`config.mk`:
```
export PLATFORM = sky130hd
export DESIGN_NAME = rgb_fader
export DESIGN_NICKNAME = d
export VERILOG_FILES = /design/src/rtl/rgb_pkg.sv /design/src/rtl/rgb_step_channel.sv /design/src/rtl/rgb_fader.sv
export SDC_FILE = /design/constraint.sdc
export NUM_CORES = 1
export LEC_CHECK = 0
export ABC_AREA = 1
export CAP_MARGIN = 10
export CORE_MARGIN = 2
export CORE_UTILIZATION = 40
export DETAILED_ROUTE_END_ITERATION = 6
export PLACE_DENSITY = 0.58
export SLEW_MARGIN = 20
export SYNTH_ARGS = -nofsm -noshare
export SYNTH_HDL_FRONTEND = slang
export SYNTH_SLANG_ARGS = --single-unit
```
`constraint.sdc`:
```
create_clock -name clk -period 3.3 [get_ports clk]
set_input_delay 0.495 -clock clk [delete_from_list [all_inputs] [get_ports clk]]
set_output_delay 0.495 -clock clk [all_outputs]
set_load 0.05 [all_outputs]
```
`src/rtl/rgb_pkg.sv`:
```
// Shared colour types and the per-channel step function used by the fader;
// the LED driver reuses rgb_t.
package rgb_pkg;

  localparam int NUM_CH = 3;

  typedef logic [7:0] chan_t;

  typedef struct packed {
    chan_t r;
    chan_t g;
    chan_t b;
  } rgb_t;

  // Distance is taken 9 bits wide so cur +/- step can never wrap past tgt.
  function automatic chan_t step_chan(chan_t cur, chan_t tgt, chan_t step);
    logic [8:0] diff;
    if (cur < tgt) diff = {1'b0, tgt} - {1'b0, cur};
    else           diff = {1'b0, cur} - {1'b0, tgt};
    if (diff <= {1'b0, step}) return tgt;
    else if (cur < tgt)       return cur + step;
    else                      return cur - step;
  endfunction

endpackage

```
`src/rtl/rgb_step_channel.sv`:
```
// One colour channel: next value after a fade step and whether that value
// lands on the target.
module rgb_step_channel
  import rgb_pkg::*;
(
  input  chan_t cur,
  input  chan_t tgt,
  input  chan_t step,
  output chan_t nxt,
  output logic  at_tgt
);

  assign nxt    = step_chan(cur, tgt, step);
  assign at_tgt = (nxt == tgt);

endmodule

```
`src/rtl/rgb_fader.sv`:
```
// Colour command sequencer: accepts a target colour and walks rgb toward it
// in fixed per-channel steps at STEP_HZ, pulsing done on arrival.
module rgb_fader
  import rgb_pkg::*;
#(
  parameter int          CLK_HZ      = 27_000_000,
  parameter int          STEP_HZ     = 1000,
  parameter logic [23:0] DEFAULT_RGB = 24'h000000
) (
  input  logic        clk,
  input  logic        rst,
  input  logic        cmd_valid,
  output logic        cmd_ready,
  input  logic [23:0] cmd_rgb,
  input  logic [7:0]  cmd_step,
  input  logic        cmd_blink,
  output logic [23:0] rgb,
  output logic        blink_en,
  output logic        busy,
  output logic        done
);

  localparam int STEP_DIV = CLK_HZ / STEP_HZ;
  localparam int PW       = (STEP_DIV > 2) ? $clog2(STEP_DIV) : 1;

  typedef enum logic {IDLE, FADE} state_t;

  state_t                       state;
  rgb_t                         rgb_q, tgt_q;
  chan_t                        step_q;
  logic [PW-1:0]                pre;
  logic                         blink_q, done_q;

  logic [NUM_CH-1:0][7:0]       cur_v, tgt_v, nxt_v;
  logic [NUM_CH-1:0]            at_v;
  rgb_t                         nxt_rgb;

  assign cur_v   = rgb_q;
  assign tgt_v   = tgt_q;
  assign nxt_rgb = nxt_v;

  for (genvar i = 0; i < NUM_CH; i++) begin : g_ch
    rgb_step_channel u_ch (
      .cur    (cur_v[i]),
      .tgt    (tgt_v[i]),
      .step   (step_q),
      .nxt    (nxt_v[i]),
      .at_tgt (at_v[i])
    );
  end

  always_ff @(posedge clk or posedge rst) begin
    if (rst) begin
      state   <= IDLE;
      rgb_q   <= DEFAULT_RGB;
      tgt_q   <= '0;
      step_q  <= '0;
      pre     <= '0;
      blink_q <= 1'b0;
      done_q  <= 1'b0;
    end else begin
      done_q <= 1'b0;
      case (state)
        IDLE: begin
          if (cmd_valid) begin
            tgt_q   <= cmd_rgb;
            step_q  <= cmd_step;
            blink_q <= cmd_blink;
            pre     <= '0;
            // Zero step or no distance: jump and finish on the accept edge.
            if (cmd_step == 8'd0 || cmd_rgb == rgb_q) begin
              rgb_q  <= cmd_rgb;
              done_q <= 1'b1;
            end else begin
              state <= FADE;
            end
          end
        end
        FADE: begin
          if (pre == PW'(STEP_DIV - 1)) begin
            pre   <= '0;
            rgb_q <= nxt_rgb;
            if (&at_v) begin
              done_q <= 1'b1;
              state  <= IDLE;
            end
          end else begin
            pre <= pre + PW'(1);
          end
        end
        default: state <= IDLE;
      endcase
    end
  end

  assign cmd_ready = (state == IDLE);
  assign busy      = (state == FADE);
  assign rgb       = rgb_q;
  assign blink_en  = blink_q;
  assign done      = done_q;

endmodule

```
# After elaboration in Yosys (flattened, before gate mapping)
# Cells that the tools add are included.
# word_totals
input_bits	36
elab_cells	70
reg_bits	74
out_inout_bits	28
# classes
eq_ne	8
n_bitwise	1
reduce_logical	5
mux	26
addsub	13
n_lt_le_gt_ge	6
# ops
operator	n
$mux W24	3
$sub A8 B8 Y9	6
$mux W8	6
$pmux W24 S2	1
$mux W15	2
$pmux W15 S2	1
$le A9 B8 Y1	3
$mux W9	3
$add A8 B8 Y8	3
$eq A24 B24 Y1	1
$eq A8 B8 Y1	3
$lt A8 B8 Y1	3
$sub A8 B8 Y8	3
$add A15 B1 Y15 const B	1
$eq A15 B15 Y1 const B	1
$logic_not A8 Y1	1
$mux W1	8
$reduce_and A3 Y1	2
$ne A2 B1 Y1 const B	2
$pmux W1 S2	2
$ne A2 B2 Y1 const B	1
$reduce_and A2 Y1	1
$logic_or A1 B1 Y1	1
$not A1 Y1	1

# Longest topological paths before layout
# Gate-level depths: netlist (run 1).
# logic_depth
ltp_word	9
depth_mapped	35
depth_no_buf	34

# Cells and area by module
# Synthesis (run 1) repeated with hierarchy kept, for this count alone.
# unflattened
cells_unflattened	1410
area_unflattened_um2	9193.8
# modules_own_cells
mod	seq_area_each_um2	area_each_um2	cells_each	n_inst
rgb_fader	1851.8	3851.2	524	1
rgb_step_channel at g_ch[1].u_ch ...	0.0	1794.2	294	2
rgb_step_channel at g_ch[0].u_ch	0.0	1754.2	298	1

# Least setup slack after synthesis (run 1)
# OpenSTA, ideal clock, no wires.
# synth_path
path_kind	reg2reg
from	register rgb_q, in the netlist rgb[17]
to	register done_q (netlist: done)
setup_time_ns	0.069
arrival_time_ns	4.021
required_time_ns	3.231
setup_slack_ns	-0.789
path_buffers	1
stages_incl_launch_ff	34
period_less_slack_ns	4.089
cell_sequence	dfrtp_1 inv_1 ha_1 nand2_2 nor2_2 nor2_1 o21ai_4 nand2_4 nand2_4 clkinv_1 o21ai_0 xor2_1 inv_1 ha_1 nand2_1 nor2_1 nand2_1 nand3_1 nand2_1 nand2_1 nand2_1 nand2_1 nand2_1 nand2_4 buf_6 nand3_2 nand3_1 nor2_1 nand2_1 nor2_1 nand2_1 nor2_2 nor2_1 nor2_2
# synth_via
elab_chain_cells	9
word_cells_on_any_way	18
# synth_lines
element	line	rtl
start, declared	rgb_fader.sv:29	rgb_t rgb_q, tgt_q;
start signal, assigned	rgb_fader.sv:72	rgb_q <= cmd_rgb;
start signal, assigned	rgb_fader.sv:82	rgb_q <= nxt_rgb;
$sub A8 B8 Y9, or another cell as far along	rgb_pkg.sv:19	else diff = {1'b0, cur} - {1'b0, tgt};
$mux W9	rgb_pkg.sv:18	if (cur < tgt) diff = {1'b0, tgt} - {1'b0, cur};
$le A9 B8 Y1	rgb_pkg.sv:20	if (diff <= {1'b0, step}) return tgt;
$mux W8	rgb_pkg.sv:20	
$eq A8 B8 Y1	rgb_step_channel.sv:14	assign at_tgt = (nxt == tgt);
$reduce_and A3 Y1	rgb_fader.sv:83	if (&at_v) begin
$mux W1	rgb_fader.sv:83	
$mux W1	rgb_fader.sv:80	if (pre == PW'(STEP_DIV - 1)) begin
$pmux W1 S2 *	rgb_fader.sv:63	case (state)
end signal, assigned	rgb_fader.sv:60	done_q <= 1'b0;
end signal, assigned	rgb_fader.sv:62	done_q <= 1'b0;
end signal, assigned	rgb_fader.sv:84	done_q <= 1'b1;
end, declared	rgb_fader.sv:32	logic blink_q, done_q;
# Mark *: on every way between the ends. The rest lies on a longest branch, timed or not.
# A chain may end at the register's enable or synchronous reset.

# Worst setup path after layout (run 1)
# layout_path
from	register tgt_q[13] (netlist name)
to	register done_q (netlist: done)
# layout_via
elab_chain_cells	9
word_cells_on_any_way	12
# layout_lines
element	line	rtl
start, declared	rgb_fader.sv:29	
start signal, assigned	rgb_fader.sv:66	tgt_q <= cmd_rgb;
$sub A8 B8 Y9, or another cell as far along	rgb_pkg.sv:19	
$mux W9	rgb_pkg.sv:18	
$le A9 B8 Y1	rgb_pkg.sv:20	
$mux W8	rgb_pkg.sv:20	
$eq A8 B8 Y1 *	rgb_step_channel.sv:14	
$reduce_and A3 Y1 *	rgb_fader.sv:83	
$mux W1 *	rgb_fader.sv:83	
$mux W1 *	rgb_fader.sv:80	
$pmux W1 S2 *	rgb_fader.sv:63	
# Marked as above.

==> results of run 1 <==
## path summary, 6_finish.rpt
path | from | to | cells past startpoint
min in group asynchronous | rst | pre[0] | 3
max in group asynchronous | rst | rgb[12] | 3
setup reg to reg | tgt_q[13] | done | 27
hold reg to reg | blink_en | blink_en | 1
hold / removal | blink_en | blink_en | 1
setup / recovery | tgt_q[13] | done | 27
## placed cells by master, fill, tap and decap left out, types with 28 or more instances in the layout
cell	instances
buf_4	274
nand2_1	218
inv_1	148
o21ai_0	86
nand3_1	67
clkdlybuf4s50_1	62
ha_1	61
nor2_1	53
a21oi_1	50
dfrtp_1	48
o21ai_1	40
xor2_1	32
ha_4	32
buf_6	28
## layout make-up
class	count	area, um2
Inverter	180	701.9
Clock inverter	6	73.82
Sequential cell	74	1884
Fill cell	1781	7243
Multi-Input combinational cell	912	6616
Tap cell	270	337.8
Timing Repair Buffer	368	3073
Clock buffer	10	239.0
## per-layer routing
metal / vias to the layer above / GRT usage [%] / part of all wire, %
met5: - / 0 / 0
met4: 0 / 8.125 / 2.7
met3: 60 / 3.416 / 5.4
met2: 273 / 45.26 / 47
met1: 4338 / 37.29 / 45
li1: 4678 / - / -
## power by group through the flow
| stage | clock network [uW] | logic [uW] | registers, uW |
|---|---|---|---|
| after floorplan | 0 | 1080 | 978 |
| after global routing | 1140 | 2640 | 965 |
| after global placement | 0 | 1770 | 976 |
| final | 1100 | 2430 | 961 |
| after CTS | 1110 | 2110 | 960 |
| after detailed placement | 0 | 1790 | 977 |
## sequential cells by signal, summed over array words and instances (netlist names)
name	count
rgb	24
tgt_q	24
pre	15
step_q	8
blink_en	1
busy	1
done	1
## through the flow
stage | instances | worst slack [ns] | setup TNS [ns] | hold WS, ns | total power, uW
after global placement | 1758 | -0.7860 | -6.054 | 0.4889 | 2743
after CTS | 1801 | -0.4994 | -3.876 | 0.5102 | 4182
final | 1820 | -0.6209 | -6.441 | 0.5040 | 4491
after detailed placement | 1758 | -0.8110 | -7.229 | 0.4939 | 2763
after global routing | 1820 | -0.8543 | -11.47 | 0.5477 | 4750
after floorplan | 1195 | -0.3972 | -3.961 | 0.5336 | 2061
## logic make-up after synthesis
logic type | after synthesis | share of synthesized area (%)
buffers and inverters | 215 | 10.37
AND/OR/NAND/NOR | 468 | 25.26
adder cells (fa/ha/maj) | 104 | 16.71
multiplexers | 7 | 0.8706
XOR/XNOR | 55 | 5.881
flip-flops | 74 | 22.61
AO/OA/AOI/OAI | 272 | 18.30
## what timing repair did
| action | CTS | global route |
|---|---|---|
| pin swaps | 54 | 71 |
| buffers inserted | 26 | 21 |
| endpoints found under the setup margin | 26 | 26 |
| resized for setup | 129 | 110 |
| cloned | 6 | 0 |
==> flow_metrics.env, run 1 <==
export IMPL_clk_pin_slew_ns=0.07
export IMPL_clock_sinks=74
export IMPL_syn_cell_area_um2=8192
export IMPL_crit_buf_inv=5
export IMPL_end_kind="flop"
export IMPL_power_leakage_uw=0.006210
export IMPL_synth_largest_area_cell="dfrtp_1"
export IMPL_fin_area_um2=12930
export IMPL_clock_path_buffers=2
export IMPL_yosys_top_cells_area="dfrtp_1 (23%), ha_1 (15%), nand2_1 (12%), o21ai_0 (8.4%), inv_1 (8.0%)"
export IMPL_ys_warnings_count=0
export IMPL_die_h_um=147.1
export IMPL_coreArea_um2=20170
export IMPL_antenna_cells=0
export IMPL_post_route_drc_count=0
export IMPL_grt_setup_unrepaired="yes"
export IMPL_synth_top_cell_area_share_pct=22.61
export IMPL_r2r_slack_ns=-0.62
export IMPL_grt_pass1_vias=9177
export IMPL_io_buffers=63
export IMPL_grt_max_degree=75
export IMPL_comb_power_share_pct=54.0
export IMPL_synth_seq_area_share_pct=22.61
export IMPL_ioPinCount=64
export IMPL_synth_common_cells="nand2_1 (259), inv_1 (174), o21ai_0 (137)"
export IMPL_area_delta_synth_final_pct=57.80
export IMPL_layout_nets=1685
export IMPL_grt_ovfl_total=0
export IMPL_final_max_slew_violation_count=0
export IMPL_crit_type="reg2reg"
export IMPL_worstPathRequired_ns=3.58
export IMPL_synth_most_common_cell="nand2_1"
export IMPL_drt_iter0_drc=556
export IMPL_ys_flop_type="dfrtp_1"
export IMPL_syn_inst=1195
export IMPL_setup_slack_ns=-0.6209
export IMPL_fin_crit_sh_pct=118.8
export IMPL_worstSetupStartpointType="flop"
export IMPL_post_drt_wl_per_cell_um=16.23
export IMPL_htreeDepth=3
export IMPL_dp_hpwl_um=21260
export IMPL_ctsHoldBuffers=0
export IMPL_min_period_ns=3.921
export IMPL_numCtsBuffers=9
export IMPL_synth_net_count=1335
export IMPL_crit_arrival_ns=4.21
export IMPL_place_congestion=0.9316
export IMPL_worst_path_max_delay_cell="dfrtp_1"
export IMPL_violations="negative setup slack"
export IMPL_netSwitchingPower_uw=1785
export IMPL_drive_above_1_share_pct=35.81
export IMPL_status="finished, violations left"
export IMPL_fin_util_pct=64.09
export IMPL_power_frac_seq_pct=21.4
export IMPL_cap_violations=0
export IMPL_vias_per_cell=5.137
export IMPL_timing_critical_path_mode_cell="nor2_2"
export IMPL_critPathMaxStageDelay_ns=0.40
export IMPL_hold_class="reg2reg"
export IMPL_start_util_pct=40.61
export IMPL_root_buffer="clkbuf_16"
export IMPL_via_count=9349
export IMPL_path_max_fanout=5
export IMPL_grt_pass1_wl_um=46940
export IMPL_clk_latency_ns=0.36
export IMPL_hold_viol=0
export IMPL_wl_um=29540
export IMPL_internal_power_uw=2706
export IMPL_ys_ff_latch=74
export IMPL_firstDrtPassIters=6
export IMPL_syn_area_per_cell_um2=6.855
export IMPL_chipWidth_um=147.1
export IMPL_grt_antenna_before_repair=0
export IMPL_ys_types=48
export IMPL_synthArstFlopShare_pct=100.0
export IMPL_clockPowerShare_pct=24.6
export IMPL_p_sw_share_pct=39.75
export IMPL_max_freq_mhz=255.0
export IMPL_path_delay_family="simple AND/OR/NAND/NOR gates"
export IMPL_track_usage_pct=27.26
export IMPL_tightest_slew_ns=0.6130
export IMPL_cts_tree="done"
export IMPL_ir_drop_v=0.0002558
export IMPL_dpl_instance_area_um2=11300
export IMPL_fin_skew_ns=0.01823
export IMPL_ant_nets=0
export IMPL_power_density_nw_per_um2=347.4
export IMPL_num_rows=52
export IMPL_die_area_um2=21640
export IMPL_setup_violations=22
export IMPL_slew_headroom_pct=58.98
export IMPL_synth_edf_count=0
(Power assumes the default switching activity.)
==> inputs of run 2 (changes only) <==
--- a/config.mk
+++ b/config.mk
@@ -6,11 +6,10 @@
 export NUM_CORES = 1
 export LEC_CHECK = 0
 export ABC_AREA = 1
-export CAP_MARGIN = 10
 export CORE_MARGIN = 2
 export CORE_UTILIZATION = 40
 export DETAILED_ROUTE_END_ITERATION = 6
-export PLACE_DENSITY = 0.58
+export PLACE_DENSITY = 0.67
 export SLEW_MARGIN = 20
 export SYNTH_ARGS = -nofsm -noshare
 export SYNTH_HDL_FRONTEND = slang
==> flow_metrics.env, run 2 (same netlist as run 1, synthesis figures left out) <==
export IMPL_drt_iter0_drc=709
export IMPL_chipWidth_um=147.1
export IMPL_grt_antenna_before_repair=0
export IMPL_final_common_cell="buf_4"
export IMPL_power_density_nw_per_um2=349.8
export IMPL_power_leakage_uw=0.006144
export IMPL_final_max_slew_violation_count=0
export IMPL_ir_drop_v=0.0002759
export IMPL_worst_path_max_delay_cell="dfrtp_1"
export IMPL_path_max_fanout=7
export IMPL_crit_arrival_ns=4.28
export IMPL_layout_nets=1673
export IMPL_clk_latency_ns=0.36
export IMPL_crit_path_start="tgt_q[18]"
export IMPL_clock_path_buffers=2
export IMPL_start_util_pct=40.61
export IMPL_antenna_cells=0
export IMPL_cts_tree="done"
export IMPL_use_met2_pct=44.42
export IMPL_place_congestion=0.9245
export IMPL_grt_ovfl_total=0
export IMPL_grt_setup_unrepaired="yes"
export IMPL_setup_slack_ns=-0.6782
export IMPL_vias_per_cell=5.332
export IMPL_r2r_slack_ns=-0.68
export IMPL_area_sequential_um2=1884
export IMPL_grtUsageMet3_pct=3.634
export IMPL_via_count=9641
export IMPL_grt_max_degree=75
export IMPL_hold_viol=0
export IMPL_post_drt_wl_per_cell_um=16.84
export IMPL_r2r_start="tgt_q[18]"
export IMPL_layout_common_cells="buf_4 (259), nand2_1 (217), inv_1 (147)"
export IMPL_track_usage_pct=26.63
export IMPL_firstDrtPassIters=7
export IMPL_violations="design-rule violations, negative setup slack"
export IMPL_setup_violations=26
export IMPL_n_fill_cell=1670
export IMPL_io_buffers=63
export IMPL_worstSetupStartpointType="flop"
export IMPL_die_area_um2=21640
export IMPL_slew_headroom_pct=55.84
export IMPL_crit_type="reg2reg"
export IMPL_hp_start="blink_en"
export IMPL_ioPinCount=64
export IMPL_wl_um=30450
export IMPL_die_h_um=147.1
export IMPL_post_place_ws_ns=-0.8191
export IMPL_fin_util_pct=63.75
export IMPL_fin_crit_sh_pct=120.6
export IMPL_max_freq_mhz=251.4
export IMPL_ctsHoldBuffers=0
export IMPL_fin_area_um2=12860
export IMPL_grt_busiest_layer="met2"
export IMPL_dp_hpwl_um=21360
export IMPL_post_route_drc_count=1
export IMPL_grt_pass1_vias=9277
export IMPL_timing_critical_path_mode_cell="nand2_1"
export IMPL_coreArea_um2=20170
export IMPL_tightest_slew_ns=0.6623
export IMPL_clk_pin_slew_ns=0.08
export IMPL_fin_skew_ns=0.01246
export IMPL_num_rows=52
export IMPL_multiInputGateArea_um2=6613
export IMPL_grt_use_met1_pct=34.96
export IMPL_dpl_instance_area_um2=11140
export IMPL_drive_above_1_share_pct=36.15
export IMPL_ant_nets=0
export IMPL_root_buffer="clkbuf_16"
export IMPL_numCtsBuffers=9
export IMPL_status="finished, violations left"
export IMPL_min_period_ns=3.978
export IMPL_grt_pass1_wl_um=46400
export IMPL_hold_class="reg2reg"
export IMPL_clock_sinks=74
export IMPL_worstPathRequired_ns=3.60
export IMPL_area_delta_synth_final_pct=56.96
export IMPL_cap_violations=0
export IMPL_htreeDepth=3
export IMPL_end_kind="flop"
export IMPL_critPathMaxStageDelay_ns=0.43
==> run 2: power breakdown <==
group	internal (uW)	leakage (uW)	switching [uW]
sequential	932	0.000788	33.9
clock	616	0.000150	478
combinational	1140	0.00521	1300
total	2690	0.00614	1810
==> run 2: path summary, 6_finish.rpt <==
path | to | depth (start not counted)
min in group asynchronous | tgt_q[3] | 3
worst max-delay path | done | 32
worst min-delay path | blink_en | 1
worst max register to register | done | 32
worst min register to register | blink_en | 1
max in group asynchronous | rgb[14] | 3
==> run 2: worst max-delay path: cells and delay by family (launching register included) <==
family	cells	cell delay, ns
buffers and inverters	3	0.36
DFF	1	0.43
and+or+nand+nor	24	1.93
adders and majority gates	2	0.60
AOI/OAI and AO/OA	2	0.35
xor gates and xnor gates	1	0.25
==> run 2: stage by stage <==
step / power (uW) / instances / TNS [ns] / hold WS, ns
after floorplan: 2061 / 1195 / -3.961 / 0.5336
after global placement: 2661 / 1737 / -6.096 / 0.4953
after detailed placement: 2693 / 1737 / -7.818 / 0.4993
after CTS: 4073 / 1784 / -3.201 / 0.5099
after global routing: 4722 / 1808 / -13.62 / 0.5431
final: 4498 / 1808 / -10.43 / 0.5059
==> run 2: final cells by class <==
type | count | area share (%)
Multi-Input combinational cell | 912 | 51.43
Tap cell | 270 | 2.627
Clock buffer | 10 | 1.859
Clock inverter | 6 | 0.5644
Sequential cell | 74 | 14.66
Inverter | 180 | 5.479
Timing Repair Buffer | 356 | 23.38
==> run 2: what timing repair did <==
item / CTS / global route
cloned: 5 / 1
resized for setup: 133 / 122
pin swaps: 61 / 72
setup endpoints to repair: 26 / 26
buffers inserted: 26 / 24
==> run 2: routing by layer <==
metal | routed length [um] | vias to the layer above
li1 | - | 4661
met5 | 0 | -
met1 | 12640 | 4462
met3 | 2086 | 96
met4 | 1373 | 0
met2 | 14350 | 422
